==> config.mk <==
export PLATFORM = sky130hd
export DESIGN_NAME = bq_input_conditioner_flat
export DESIGN_NICKNAME = d
export VERILOG_FILES = /design/src/rtl/bq_pkg.sv /design/src/rtl/bq_input_conditioner_if.sv /design/src/rtl/bq_tick_gen.sv /design/src/rtl/bq_input_conditioner.sv /design/src/flat_wrapper.sv
export SDC_FILE = /design/constraint.sdc
export NUM_CORES = 1
export LEC_CHECK = 0
export CAP_MARGIN = 0
export CORE_UTILIZATION = 55
export CTS_CLUSTER_DIAMETER = 200
export DETAILED_ROUTE_END_ITERATION = 16
export GPL_TIMING_DRIVEN = 0
export PLACE_DENSITY = 0.79
export SYNTH_ARGS = -nofsm -noshare
export SYNTH_HDL_FRONTEND = slang
export SYNTH_SLANG_ARGS = --single-unit
export TNS_END_PERCENT = 100
==> constraint.sdc <==
create_clock -name bq_clk_i -period 3.65 [get_ports bq_clk_i]
set_clock_uncertainty 0.2 [all_clocks]
set_input_delay 0.73 -clock bq_clk_i [delete_from_list [all_inputs] [get_ports bq_clk_i]]
set_output_delay 0.73 -clock bq_clk_i [all_outputs]
set_load 0.005 [all_outputs]
==> src/rtl/bq_pkg.sv <==
`default_nettype none
// ============================================================================
//  Module      : bq_pkg
//  Description : Shared types and constants for the biquad filter core.
//                Sample width, divider width, accumulator width, the sample
//                type, the input-conditioner FSM states and a helper that maps
//                an averaging depth to the last sample index of a block.
//  Revision    : 1.0  initial release
// ============================================================================
package bq_pkg;

    localparam int BQ_DW    = 12;
    localparam int BQ_DIV_W = 16;
    localparam int BQ_ACC_W = BQ_DW + 3;

    typedef logic signed [BQ_DW-1:0] bq_sample_t;

    typedef enum logic [0:0] {
        IDLE  = 1'b0,
        ACCUM = 1'b1
    } bq_ic_state_e;

    // Index of the final sample in a block of 2^k samples (k = 0..3).
    function automatic logic [2:0] bq_blk_last(input logic [1:0] k);
        logic [2:0] last;
        case (k)
            2'd0:    last = 3'd0;
            2'd1:    last = 3'd1;
            2'd2:    last = 3'd3;
            default: last = 3'd7;
        endcase
        return last;
    endfunction

endpackage
`default_nettype wire

==> src/rtl/bq_input_conditioner_if.sv <==
`default_nettype none
// ============================================================================
//  Module      : bq_input_conditioner_if
//  Description : Output-side bus between the input conditioner and the filter
//                core: averaged sample with valid/ready handshake plus the
//                sticky overrun flag and its clear.
//                  x_o           averaged sample
//                  x_valid_o     x_o holds an unconsumed sample
//                  x_ready_i     consumer accepts x_o
//                  overrun_o     sticky: unconsumed sample was overwritten
//                  clr_overrun_i clears overrun_o
//                master = conditioner side, slave = filter-core side.
//  Revision    : 1.0  initial release
// ============================================================================
interface bq_input_conditioner_if #(
    parameter int DW = 12
) ();

    logic [DW-1:0] x_o;
    logic          x_valid_o;
    logic          x_ready_i;
    logic          overrun_o;
    logic          clr_overrun_i;

    modport master (
        output x_o,
        output x_valid_o,
        output overrun_o,
        input  x_ready_i,
        input  clr_overrun_i
    );

    modport slave (
        input  x_o,
        input  x_valid_o,
        input  overrun_o,
        output x_ready_i,
        output clr_overrun_i
    );

endinterface
`default_nettype wire

==> src/rtl/bq_tick_gen.sv <==
`default_nettype none
// ============================================================================
//  Module      : bq_tick_gen
//  Description : Programmable divider. Counts 0..i_div while i_run is high and
//                pulses o_tick for the cycle in which the count equals i_div,
//                then wraps to 0. i_div is compared live, so lowering it below
//                the current count lets the counter run on to its natural
//                wrap. Deasserting i_run clears the count.
//  Ports       : clk     clock
//                rst_n   asynchronous active-low reset
//                i_run   count enable; count held at 0 when low
//                i_div   period minus one, in clk cycles
//                o_tick  one-cycle pulse at the end of each period
//  Revision    : 1.0  initial release
// ============================================================================
module bq_tick_gen #(
    parameter int DIV_W = 16
) (
    input  wire logic             clk,
    input  wire logic             rst_n,
    input  wire logic             i_run,
    input  wire logic [DIV_W-1:0] i_div,
    output logic                  o_tick
);

    localparam logic [DIV_W-1:0] c_ONE = DIV_W'(1);

    logic [DIV_W-1:0] r_count;
    logic             w_hit;

    assign w_hit  = (r_count == i_div);
    assign o_tick = i_run && w_hit;

    always_ff @(posedge clk or negedge rst_n) begin
        if (!rst_n) begin
            r_count <= '0;
        end else if (!i_run || w_hit) begin
            r_count <= '0;
        end else begin
            r_count <= r_count + c_ONE;
        end
    end

endmodule
`default_nettype wire

==> src/rtl/bq_input_conditioner.sv <==
`default_nettype none
// ============================================================================
//  Module      : bq_input_conditioner
//  Description : Synchronises the asynchronous pad sample bus, samples it on a
//                programmable tick, box-car averages 2^k samples and offers
//                one result per block over a valid/ready handshake.
//  Ports       : bq_clk_i    filter clock
//                nreset      asynchronous active-low reset
//                enable_i    run enable
//                pad_x_i     raw signed sample bus from pads
//                div_i       sample period minus one
//                avg_log2_i  averaging depth k (N = 2^k)
//                out_if      result bus (x_o / x_valid_o / x_ready_i /
//                            overrun_o / clr_overrun_i)
//  Revision    : 1.0  initial release
// ============================================================================
module bq_input_conditioner
    import bq_pkg::*;
#(
    parameter int DW    = BQ_DW,
    parameter int DIV_W = BQ_DIV_W
) (
    input  wire logic             bq_clk_i,
    input  wire logic             nreset,
    input  wire logic             enable_i,
    input  wire logic [DW-1:0]    pad_x_i,
    input  wire logic [DIV_W-1:0] div_i,
    input  wire logic [1:0]       avg_log2_i,
    bq_input_conditioner_if.master out_if
);

    localparam int c_ACC_W = DW + 3;

    logic [DW-1:0]              r_sync1;
    logic [DW-1:0]              r_sync2;
    bq_ic_state_e               r_state;
    bq_ic_state_e               w_state_nxt;
    logic signed [c_ACC_W-1:0]  r_acc;
    logic signed [c_ACC_W-1:0]  w_acc_nxt;
    logic signed [c_ACC_W-1:0]  w_sum;
    logic signed [c_ACC_W-1:0]  w_avg;
    logic [2:0]                 r_scnt;
    logic [2:0]                 w_scnt_nxt;
    logic [1:0]                 r_k;
    logic [1:0]                 w_k_nxt;
    logic [1:0]                 w_k_eff;
    logic [DW-1:0]              r_x;
    logic [DW-1:0]              w_x_nxt;
    logic                       r_valid;
    logic                       w_valid_nxt;
    logic                       r_overrun;
    logic                       w_overrun_nxt;
    logic                       w_run;
    logic                       w_tick;
    logic                       w_load;

    // Two-flop synchroniser; the pads are held stable around each tick so
    // no cross-bit coherency logic is needed.
    always_ff @(posedge bq_clk_i or negedge nreset) begin
        if (!nreset) begin
            r_sync1 <= '0;
            r_sync2 <= '0;
        end else begin
            r_sync1 <= pad_x_i;
            r_sync2 <= r_sync1;
        end
    end

    // Counter only runs while accumulating; dropping enable clears it on the
    // same edge the FSM leaves ACCUM.
    assign w_run = (r_state == ACCUM) && enable_i;

    bq_tick_gen #(
        .DIV_W (DIV_W)
    ) u_tick_gen (
        .clk    (bq_clk_i),
        .rst_n  (nreset),
        .i_run  (w_run),
        .i_div  (div_i),
        .o_tick (w_tick)
    );

    // Depth is taken live on the first sample of a block, then held.
    assign w_k_eff = (r_scnt == 3'd0) ? avg_log2_i : r_k;
    assign w_sum   = r_acc + $signed({{(c_ACC_W-DW){r_sync2[DW-1]}}, r_sync2});
    assign w_avg   = w_sum >>> w_k_eff;

    always_comb begin
        w_state_nxt = r_state;
        w_acc_nxt   = r_acc;
        w_scnt_nxt  = r_scnt;
        w_k_nxt     = r_k;
        w_load      = 1'b0;
        case (r_state)
            IDLE: begin
                w_acc_nxt  = '0;
                w_scnt_nxt = '0;
                if (enable_i) begin
                    w_state_nxt = ACCUM;
                end
            end
            ACCUM: begin
                if (!enable_i) begin
                    w_state_nxt = IDLE;
                    w_acc_nxt   = '0;
                    w_scnt_nxt  = '0;
                end else if (w_tick) begin
                    w_k_nxt = w_k_eff;
                    if (r_scnt == bq_blk_last(w_k_eff)) begin
                        w_load     = 1'b1;
                        w_acc_nxt  = '0;
                        w_scnt_nxt = '0;
                    end else begin
                        w_acc_nxt  = w_sum;
                        w_scnt_nxt = r_scnt + 3'd1;
                    end
                end
            end
            default: begin
                w_state_nxt = IDLE;
            end
        endcase
    end

    // A new result always wins over a same-cycle transfer; an overwrite of an
    // unconsumed result raises overrun, which beats a same-cycle clear.
    always_comb begin
        w_x_nxt       = w_load ? w_avg[DW-1:0] : r_x;
        w_valid_nxt   = r_valid;
        w_overrun_nxt = r_overrun;
        if (w_load) begin
            w_valid_nxt = 1'b1;
        end else if (r_valid && out_if.x_ready_i) begin
            w_valid_nxt = 1'b0;
        end
        if (w_load && r_valid && !out_if.x_ready_i) begin
            w_overrun_nxt = 1'b1;
        end else if (out_if.clr_overrun_i) begin
            w_overrun_nxt = 1'b0;
        end
    end

    always_ff @(posedge bq_clk_i or negedge nreset) begin
        if (!nreset) begin
            r_state <= IDLE;
        end else begin
            r_state <= w_state_nxt;
        end
    end

    always_ff @(posedge bq_clk_i or negedge nreset) begin
        if (!nreset) begin
            r_acc     <= '0;
            r_scnt    <= '0;
            r_k       <= '0;
            r_x       <= '0;
            r_valid   <= 1'b0;
            r_overrun <= 1'b0;
        end else begin
            r_acc     <= w_acc_nxt;
            r_scnt    <= w_scnt_nxt;
            r_k       <= w_k_nxt;
            r_x       <= w_x_nxt;
            r_valid   <= w_valid_nxt;
            r_overrun <= w_overrun_nxt;
        end
    end

    assign out_if.x_o       = r_x;
    assign out_if.x_valid_o = r_valid;
    assign out_if.overrun_o = r_overrun;

endmodule
`default_nettype wire

==> src/flat_wrapper.sv <==
// flat-port wrapper written by rule: the top's interface ports become plain ports
module bq_input_conditioner_flat import bq_pkg::*;
#(
    parameter int DW    = BQ_DW,
    parameter int DIV_W = BQ_DIV_W
)
  (bq_clk_i, nreset, enable_i, pad_x_i, div_i, avg_log2_i, out_if_x_o, out_if_x_valid_o, out_if_overrun_o, out_if_x_ready_i, out_if_clr_overrun_i);
  bq_input_conditioner_if #(.DW(DW)) out_if_i ();
  input  wire logic bq_clk_i;
  input  wire logic nreset;
  input  wire logic enable_i;
  input  wire logic [DW-1:0] pad_x_i;
  input  wire logic [DIV_W-1:0] div_i;
  input  wire logic [1:0] avg_log2_i;
  output wire logic [$bits(out_if_i.x_o)-1:0] out_if_x_o;
  output wire logic [$bits(out_if_i.x_valid_o)-1:0] out_if_x_valid_o;
  output wire logic [$bits(out_if_i.overrun_o)-1:0] out_if_overrun_o;
  input wire logic [$bits(out_if_i.x_ready_i)-1:0] out_if_x_ready_i;
  input wire logic [$bits(out_if_i.clr_overrun_i)-1:0] out_if_clr_overrun_i;
  assign out_if_x_o = out_if_i.x_o;
  assign out_if_x_valid_o = out_if_i.x_valid_o;
  assign out_if_overrun_o = out_if_i.overrun_o;
  assign out_if_i.x_ready_i = out_if_x_ready_i;
  assign out_if_i.clr_overrun_i = out_if_clr_overrun_i;
  bq_input_conditioner #(.DW(DW), .DIV_W(DIV_W)) u_core (.bq_clk_i(bq_clk_i), .nreset(nreset), .enable_i(enable_i), .pad_x_i(pad_x_i), .div_i(div_i), .avg_log2_i(avg_log2_i), .out_if(out_if_i));
endmodule
Word level (Yosys, flattened, before mapping)
Cells that the tools add are included.
{"block": "totals", "regBits": 75, "in_bits": 35, "out_inout_bits": 14, "wordCells": 56}
{"block": "op_classes", "n_addsub": 3, "n_eq_ne": 5, "shift": 1, "mux": 23, "bitwise_logic": 1, "reduce_logical": 13}
{"op": "2-to-1 mux 15 bit", "n": 3}
{"op": "one-hot mux 15 bit (2 select lines)", "n": 1}
{"op": "2-to-1 mux 3 bit", "n": 6}
{"op": "adder 16 x 1 -> 16 bit, second input constant", "n": 1}
{"op": "equality test 16 bit", "n": 1}
{"op": "2-to-1 mux 16 bit", "n": 1}
{"op": "adder 15 x 12 -> 15 bit", "n": 1}
{"op": ">>> shifter 15 x 2 -> 12 bit", "n": 1}
{"op": "2-to-1 mux 1 bit", "n": 9}
{"op": "one-hot mux 3 bit (3 select lines)", "n": 1}
{"op": "one-hot mux 3 bit (2 select lines)", "n": 1}
{"op": "logical AND 1 bit", "n": 5}
{"op": "nonzero test 2 bit", "n": 2}
{"op": "adder 3 x 1 -> 3 bit, second input constant", "n": 1}
{"op": "equality test 3 bit", "n": 1}
{"op": "logical NOT 3 bit", "n": 1}
{"op": "!= test 3 bit, second input constant", "n": 1}
{"op": "AND reduction 3 bit", "n": 1}
{"op": "equality test 2 x 1 -> 1 bit, second input constant", "n": 1}
{"op": "equality test 2 bit, second input constant", "n": 1}
{"op": "logical NOT 1 bit", "n": 2}
{"op": "logical NOT 2 bit", "n": 1}
{"op": "2-to-1 mux 2 bit", "n": 1}
{"op": "logical OR 1 bit", "n": 1}
{"op": "inverter 1 bit", "n": 1}

Longest topological paths before layout
{"block": "logic_depth", "ltp_word": 15, "mapped_depth": 10, "ltp_nobuf": 9}

Modules after synthesis
From an unflattened synthesis, not the netlist that was laid out.
{"block": "unflattened", "hier_cells": 392, "area_unflattened_um2": 4196.5}
{"mod": "bq_input_conditioner", "instances": 1, "cells_per_inst": 291, "area_each_um2": 3201.8, "seq_area_each_um2": 1476.4}
{"mod": "bq_tick_gen", "instances": 1, "cells_per_inst": 101, "area_each_um2": 994.7, "seq_area_each_um2": 400.4}

Worst setup path after synthesis
No wires, ideal clock.
{"block": "synth_path", "path_type": "register to register", "startpoint": "register u_core.r_acc[0]", "endpoint": "register u_core.r_x[7], in the netlist u_core.out_if.x_o[7]", "setup_time_ns": 0.076, "arrival_time_ns": 2.323, "t_required_ns": 3.374, "setup_slack_ns": 1.051, "stages_incl_launch_ff": 10, "path_buffers": 0, "period_less_slack_ns": 2.599, "path_cell_list": "dfrtp_1 > ha_1 > fa_1 > a21o_1 > a22oi_1 > a22o_1 > xor2_1 > mux2_2 > mux2_2 > o21ai_1"}
{"block": "synth_between", "elab_chain_cells": 2}
{"element": "from (decl)", "line_no": "bq_input_conditioner.sv:38", "rtl": "logic signed [c_ACC_W-1:0] r_acc;"}
{"element": "from (signal assigned)", "line_no": "bq_input_conditioner.sv:160", "rtl": "r_acc <= w_acc_nxt;"}
{"element": "adder 15 x 12 -> 15 bit", "line_no": "bq_input_conditioner.sv:85", "rtl": "assign w_sum = r_acc + $signed({{(c_ACC_W-DW){r_sync2[DW-1]}}, r_sync2});"}
{"element": ">>> shifter 15 x 2 -> 12 bit", "line_no": "bq_input_conditioner.sv:86", "rtl": "assign w_avg = w_sum >>> w_k_eff;"}
{"element": "to (signal assigned)", "line_no": "bq_input_conditioner.sv:163", "rtl": "r_x <= w_x_nxt;"}
{"element": "to (decl)", "line_no": "bq_input_conditioner.sv:47", "rtl": "logic [DW-1:0] r_x;"}
No other way between the ends.
A chain may end at the register's enable or synchronous reset.

Worst setup path after layout
{"block": "layout_path", "startpoint": "register u_core.r_scnt[0]", "endpoint": "register u_core.r_x[4], in the netlist u_core.out_if.x_o[4]"}
{"block": "layout_between", "elab_chain_cells": 12, "word_cells_on_any_way": 15, "classes_between": "eq/ne: 3; shift: 1; mux: 9; reduce/logical: 2"}
{"element": "from (decl)", "line_no": "bq_input_conditioner.sv:42", "rtl": "logic [2:0] r_scnt;"}
{"element": "from (signal assigned)", "line_no": "bq_input_conditioner.sv:161", "rtl": "r_scnt <= w_scnt_nxt;"}
{"element": "logical NOT 3 bit", "line_no": "bq_input_conditioner.sv:84", "rtl": "assign w_k_eff = (r_scnt == 3'd0) ? avg_log2_i : r_k;"}
{"element": "2-to-1 mux 2 bit", "line_no": "bq_input_conditioner.sv:84"}
{"element": "equality test 2 bit (tied with other cells)", "line_no": "bq_pkg.sv:26", "rtl": "case (k)"}
{"element": "one-hot mux 3 bit (3 select lines)", "line_no": "bq_pkg.sv:26"}
{"element": "2-to-1 mux 3 bit", "line_no": "bq_input_conditioner.sv:107", "rtl": "end else if (w_tick) begin"}
{"element": "2-to-1 mux 3 bit", "line_no": "bq_input_conditioner.sv:103", "rtl": "if (!enable_i) begin"}
{"element": "2-to-1 mux 3 bit", "line_no": "bq_input_conditioner.sv:94", "rtl": "case (r_state)"}
{"element": "equality test 3 bit", "line_no": "bq_input_conditioner.sv:109", "rtl": "if (r_scnt == bq_blk_last(w_k_eff)) begin"}
{"element": "2-to-1 mux 1 bit", "line_no": "bq_input_conditioner.sv:109"}
{"element": "2-to-1 mux 1 bit", "line_no": "bq_input_conditioner.sv:107"}
{"element": "2-to-1 mux 1 bit", "line_no": "bq_input_conditioner.sv:103"}
{"element": "2-to-1 mux 1 bit", "line_no": "bq_input_conditioner.sv:94"}
Several ways; a longest one is shown, not always the timed one. The select of a mux whose other input is x is not followed.

==> run metrics <==
Post-Synth Simple-Gate Area=15.37%; CP delay by family, top=simple AND/OR/NAND/NOR gates; Area Overhead vs Synth=19.90%; fin nets=504; TNS Setup=0 ns; vias per cell=5.681; critical path type=flop to flop; Critical Path Max Stage Delay=0.51 ns; fin crit period=3.031 ns; pwr/cell area=341.7 mW/mm2; status=finished clean; maximum VDD drop=0.3116 mV; # diodes=0; postcts setup bufs=0; worst-path cell chain=inv_1 > ha_1 > nor2b_4 > mux2i_1 > and4_1 > o311ai_4 > buf_2 > a211oi_1 > a21o_1; worst path buffer plus inverter count=2; CORE AREA=0.006944 mm2; DRC Markers=0; Fin. Hold Viols=0; crit path DAT=3.11 ns; share of layout cells above drive strength 1=7.237%; largest net degree at the start of global routing=76; number of distinct library cells after synthesis=51; actual slew at the worst max-slew pin=0.9194 ns; GP Congestion=0.9188; final instance area=0.004832 mm2; dpl cells=536; Compound-Gate Fraction of Synth Area=17.88%; area of the multi-input gates=0.002046 mm2; TritonCTS Sinks=75; DRT iter0 DRCs=149; initial antenna violation count=0; CTS tree=yes; RSZ-0062 raised after global routing=no; post-DP HPWL=6326 um; die height=87.60 um; global route total overflow=0; GRT Total Usage=24.35%; Final Non-Filler Cells=552; 1st-pass router iterations=7; # hold bufs at CTS=0; combinational family with the most area after synthesis=compound AO/OA/AOI/OAI gates; Yosys warnings=0; Net Count, Synth=445; Worst Path Max Fanout=10; post-synthesis adder-cell area fraction=5.775%; CP Launch Type=flop; aggregate routed wire length=8537 um; max-cap viol count=0; # setup viols final=0; die width=87.60 um; CP Data Required Time=3.72 ns; H-Tree Depth=3; slew margin rel.=38.71%; Max Freq=0.3299 GHz; sequential cell area=0.001877 mm2; Critical Path End Type=flop; synthesis-stage register bit count=75; post-cts resize count=0; Die ar.=0.007674 mm2; via count=3,136; slack of the critical path=0.6186 ns; Reg clk slew, reported paths=0.08 ns; top_reg_cell synth=dfrtp_1; EDFF count, synth=0; clk_lat worst skew=0.34 ns; post-route ant nets=0; Tot Pwr=1.651 mW; effective utilization at floorplan=58.04%; post-DR wirelength/cell=15.47 um; IO Port Bufs=48; worst slack, placed=0.3136 ns; row count=30; io pins=49; Synth Instances=392; DP Area=0.004628 mm2; CTS max path bufs=2; mux contribution to synthesized area=2.825%; synthesized area per cell=10.28 um2; Num CTS Buffers=9; Fillers=545; total leakage power=2.151 nW; ys async rst share=100.0%; vias in the first global route=2,946; fin. max-slew vios=0; first-pass GRT wire length=13,990 um; final period utilization=83.05%; post-synthesis xor/xnor area fraction=8.910%; Crit-path slowest cell=mux2i_1; clk root buf=clkbuf_8; Cell Area, Synth=0.004030 mm2; sequential area share after synthesis=46.57%; hold crit path type=flop to flop
-- cells in the mapped netlist, drive strengths merged, types with 8 or more instances --
| cell | count | area [um2] |
|---|---|---|
| a21oi | 18 | 93.84 |
| xor2 | 13 | 113.9 |
| inv | 12 | 45.04 |
| and2 | 8 | 52.55 |
| a22o | 9 | 78.83 |
| nand2 | 32 | 120.1 |
| a21o | 13 | 97.59 |
| nor2 | 38 | 142.6 |
| mux2i | 8 | 80.08 |
| a211oi | 10 | 75.07 |
| and3 | 11 | 68.82 |
| o21ai | 26 | 130.1 |
| ha | 17 | 212.7 |
| nand3 | 9 | 45.04 |
| dfrtp | 75 | 1877 |
| xnor2 | 28 | 245.2 |
-- kinds of logic (layout without fill, tap and decap cells) --
logic type               after synthesis  after routing
AND/OR/NAND/NOR                      120            120
AO/OA/AOI/OAI                        102            102
flip-flops                            75             75
XOR/XNOR                              41             41
buffers and inverters                 25             89
adder cells (fa/ha/maj)               18             18
multiplexers                          11             11
-- registers in the layout, summed over array words and instances, names as in the netlist --
name	count
u_core.r_sync1	12
u_core.out_if.x_valid_o	1
u_core.u_tick_gen.r_count	16
u_core.r_acc	15
u_core.r_state	1
u_core.out_if.overrun_o	1
u_core.r_scnt	3
u_core.r_sync2	12
u_core.r_k	2
u_core.out_if.x_o	12
-- where the power goes --
| part | switching (mW) | leakage (nW) | total [mW] | internal (mW) |
|---|---|---|---|---|
| Sequential | 0.00747 | 0.979 | 0.853 | 0.845 |
| Clock | 0.296 | 0.106 | 0.648 | 0.353 |
| Combinational | 0.0824 | 1.07 | 0.150 | 0.0678 |
| Total | 0.386 | 2.15 | 1.65 | 1.27 |
-- final timing paths --
check                                  start              endpoint  slack, ns  cells after the start
max in group asynchronous             nreset     u_core.r_sync2[0]       2.32                      1
setup reg to reg            u_core.r_scnt[0]  u_core.out_if.x_o[4]       0.62                      9
hold reg to reg            u_core.r_sync1[6]     u_core.r_sync2[6]       0.15                      0
setup / recovery            u_core.r_scnt[0]  u_core.out_if.x_o[4]       0.62                      9
hold / removal             u_core.r_sync1[6]     u_core.r_sync2[6]       0.15                      0
min in group asynchronous             nreset      u_core.r_acc[12]       0.29                      1
-- layout make-up --
| cell class | instances | area share, % |
|---|---|---|
| Multi-Input combinational cell | 292 | 42.34 |
| Sequential cell | 75 | 38.84 |
| Timing Repair Buffer | 48 | 9.891 |
| Clock buffer | 12 | 3.211 |
| Tap cell | 96 | 2.486 |
| Buffer | 13 | 1.295 |
| Clock inverter | 4 | 1.010 |
| Inverter | 12 | 0.9322 |
-- routing by layer --
| metal | track usage (%) | up-vias | share of wire [%] |
|---|---|---|---|
| met5 | 0 | - | 0 |
| met1 | 33.27 | 1497 | 47 |
| met4 | 10.88 | 0 | 0.87 |
| met2 | 38.07 | 106 | 47 |
| li1 | - | 1524 | - |
| met3 | 4.618 | 9 | 5.4 |
-- layout by cell type, fill, tap and decap left out, drive strengths merged, types with 3 or more instances in the layout --
| cell type | netlist | layout |
|---|---|---|
| dfrtp | 75 | 75 |
| clkdlybuf4s50 | 0 | 47 |
| nor2 | 38 | 38 |
| nand2 | 32 | 32 |
| xnor2 | 28 | 28 |
| o21ai | 26 | 26 |
| clkbuf | 7 | 19 |
| a21oi | 18 | 18 |
| ha | 17 | 17 |
| xor2 | 13 | 13 |
| a21o | 13 | 13 |
| inv | 12 | 12 |
| and3 | 11 | 11 |
| a211oi | 10 | 10 |
| nand3 | 9 | 9 |
| a22o | 9 | 9 |
| mux2i | 8 | 8 |
| and2 | 8 | 8 |
| buf | 6 | 7 |
| o211ai | 5 | 5 |
| nand4 | 4 | 4 |
| o21a | 4 | 4 |
| nor3 | 4 | 4 |
| nand2b | 3 | 3 |
| o22ai | 3 | 3 |
| mux2 | 3 | 3 |
| o221ai | 3 | 3 |
| clkinv | 0 | 3 |
-- through the flow --
| step | hold WS, ns | utilization, % |
|---|---|---|
| after floorplan | 0.1312 | - |
| after global placement | 0.1317 | 66.68 |
| final | 0.1493 | 69.59 |
| after detailed placement | 0.1347 | 66.65 |
| after CTS | 0.1510 | 69.59 |
| after global routing | 0.1566 | 69.59 |
Note: power is estimated with default switching activity, not from simulation.
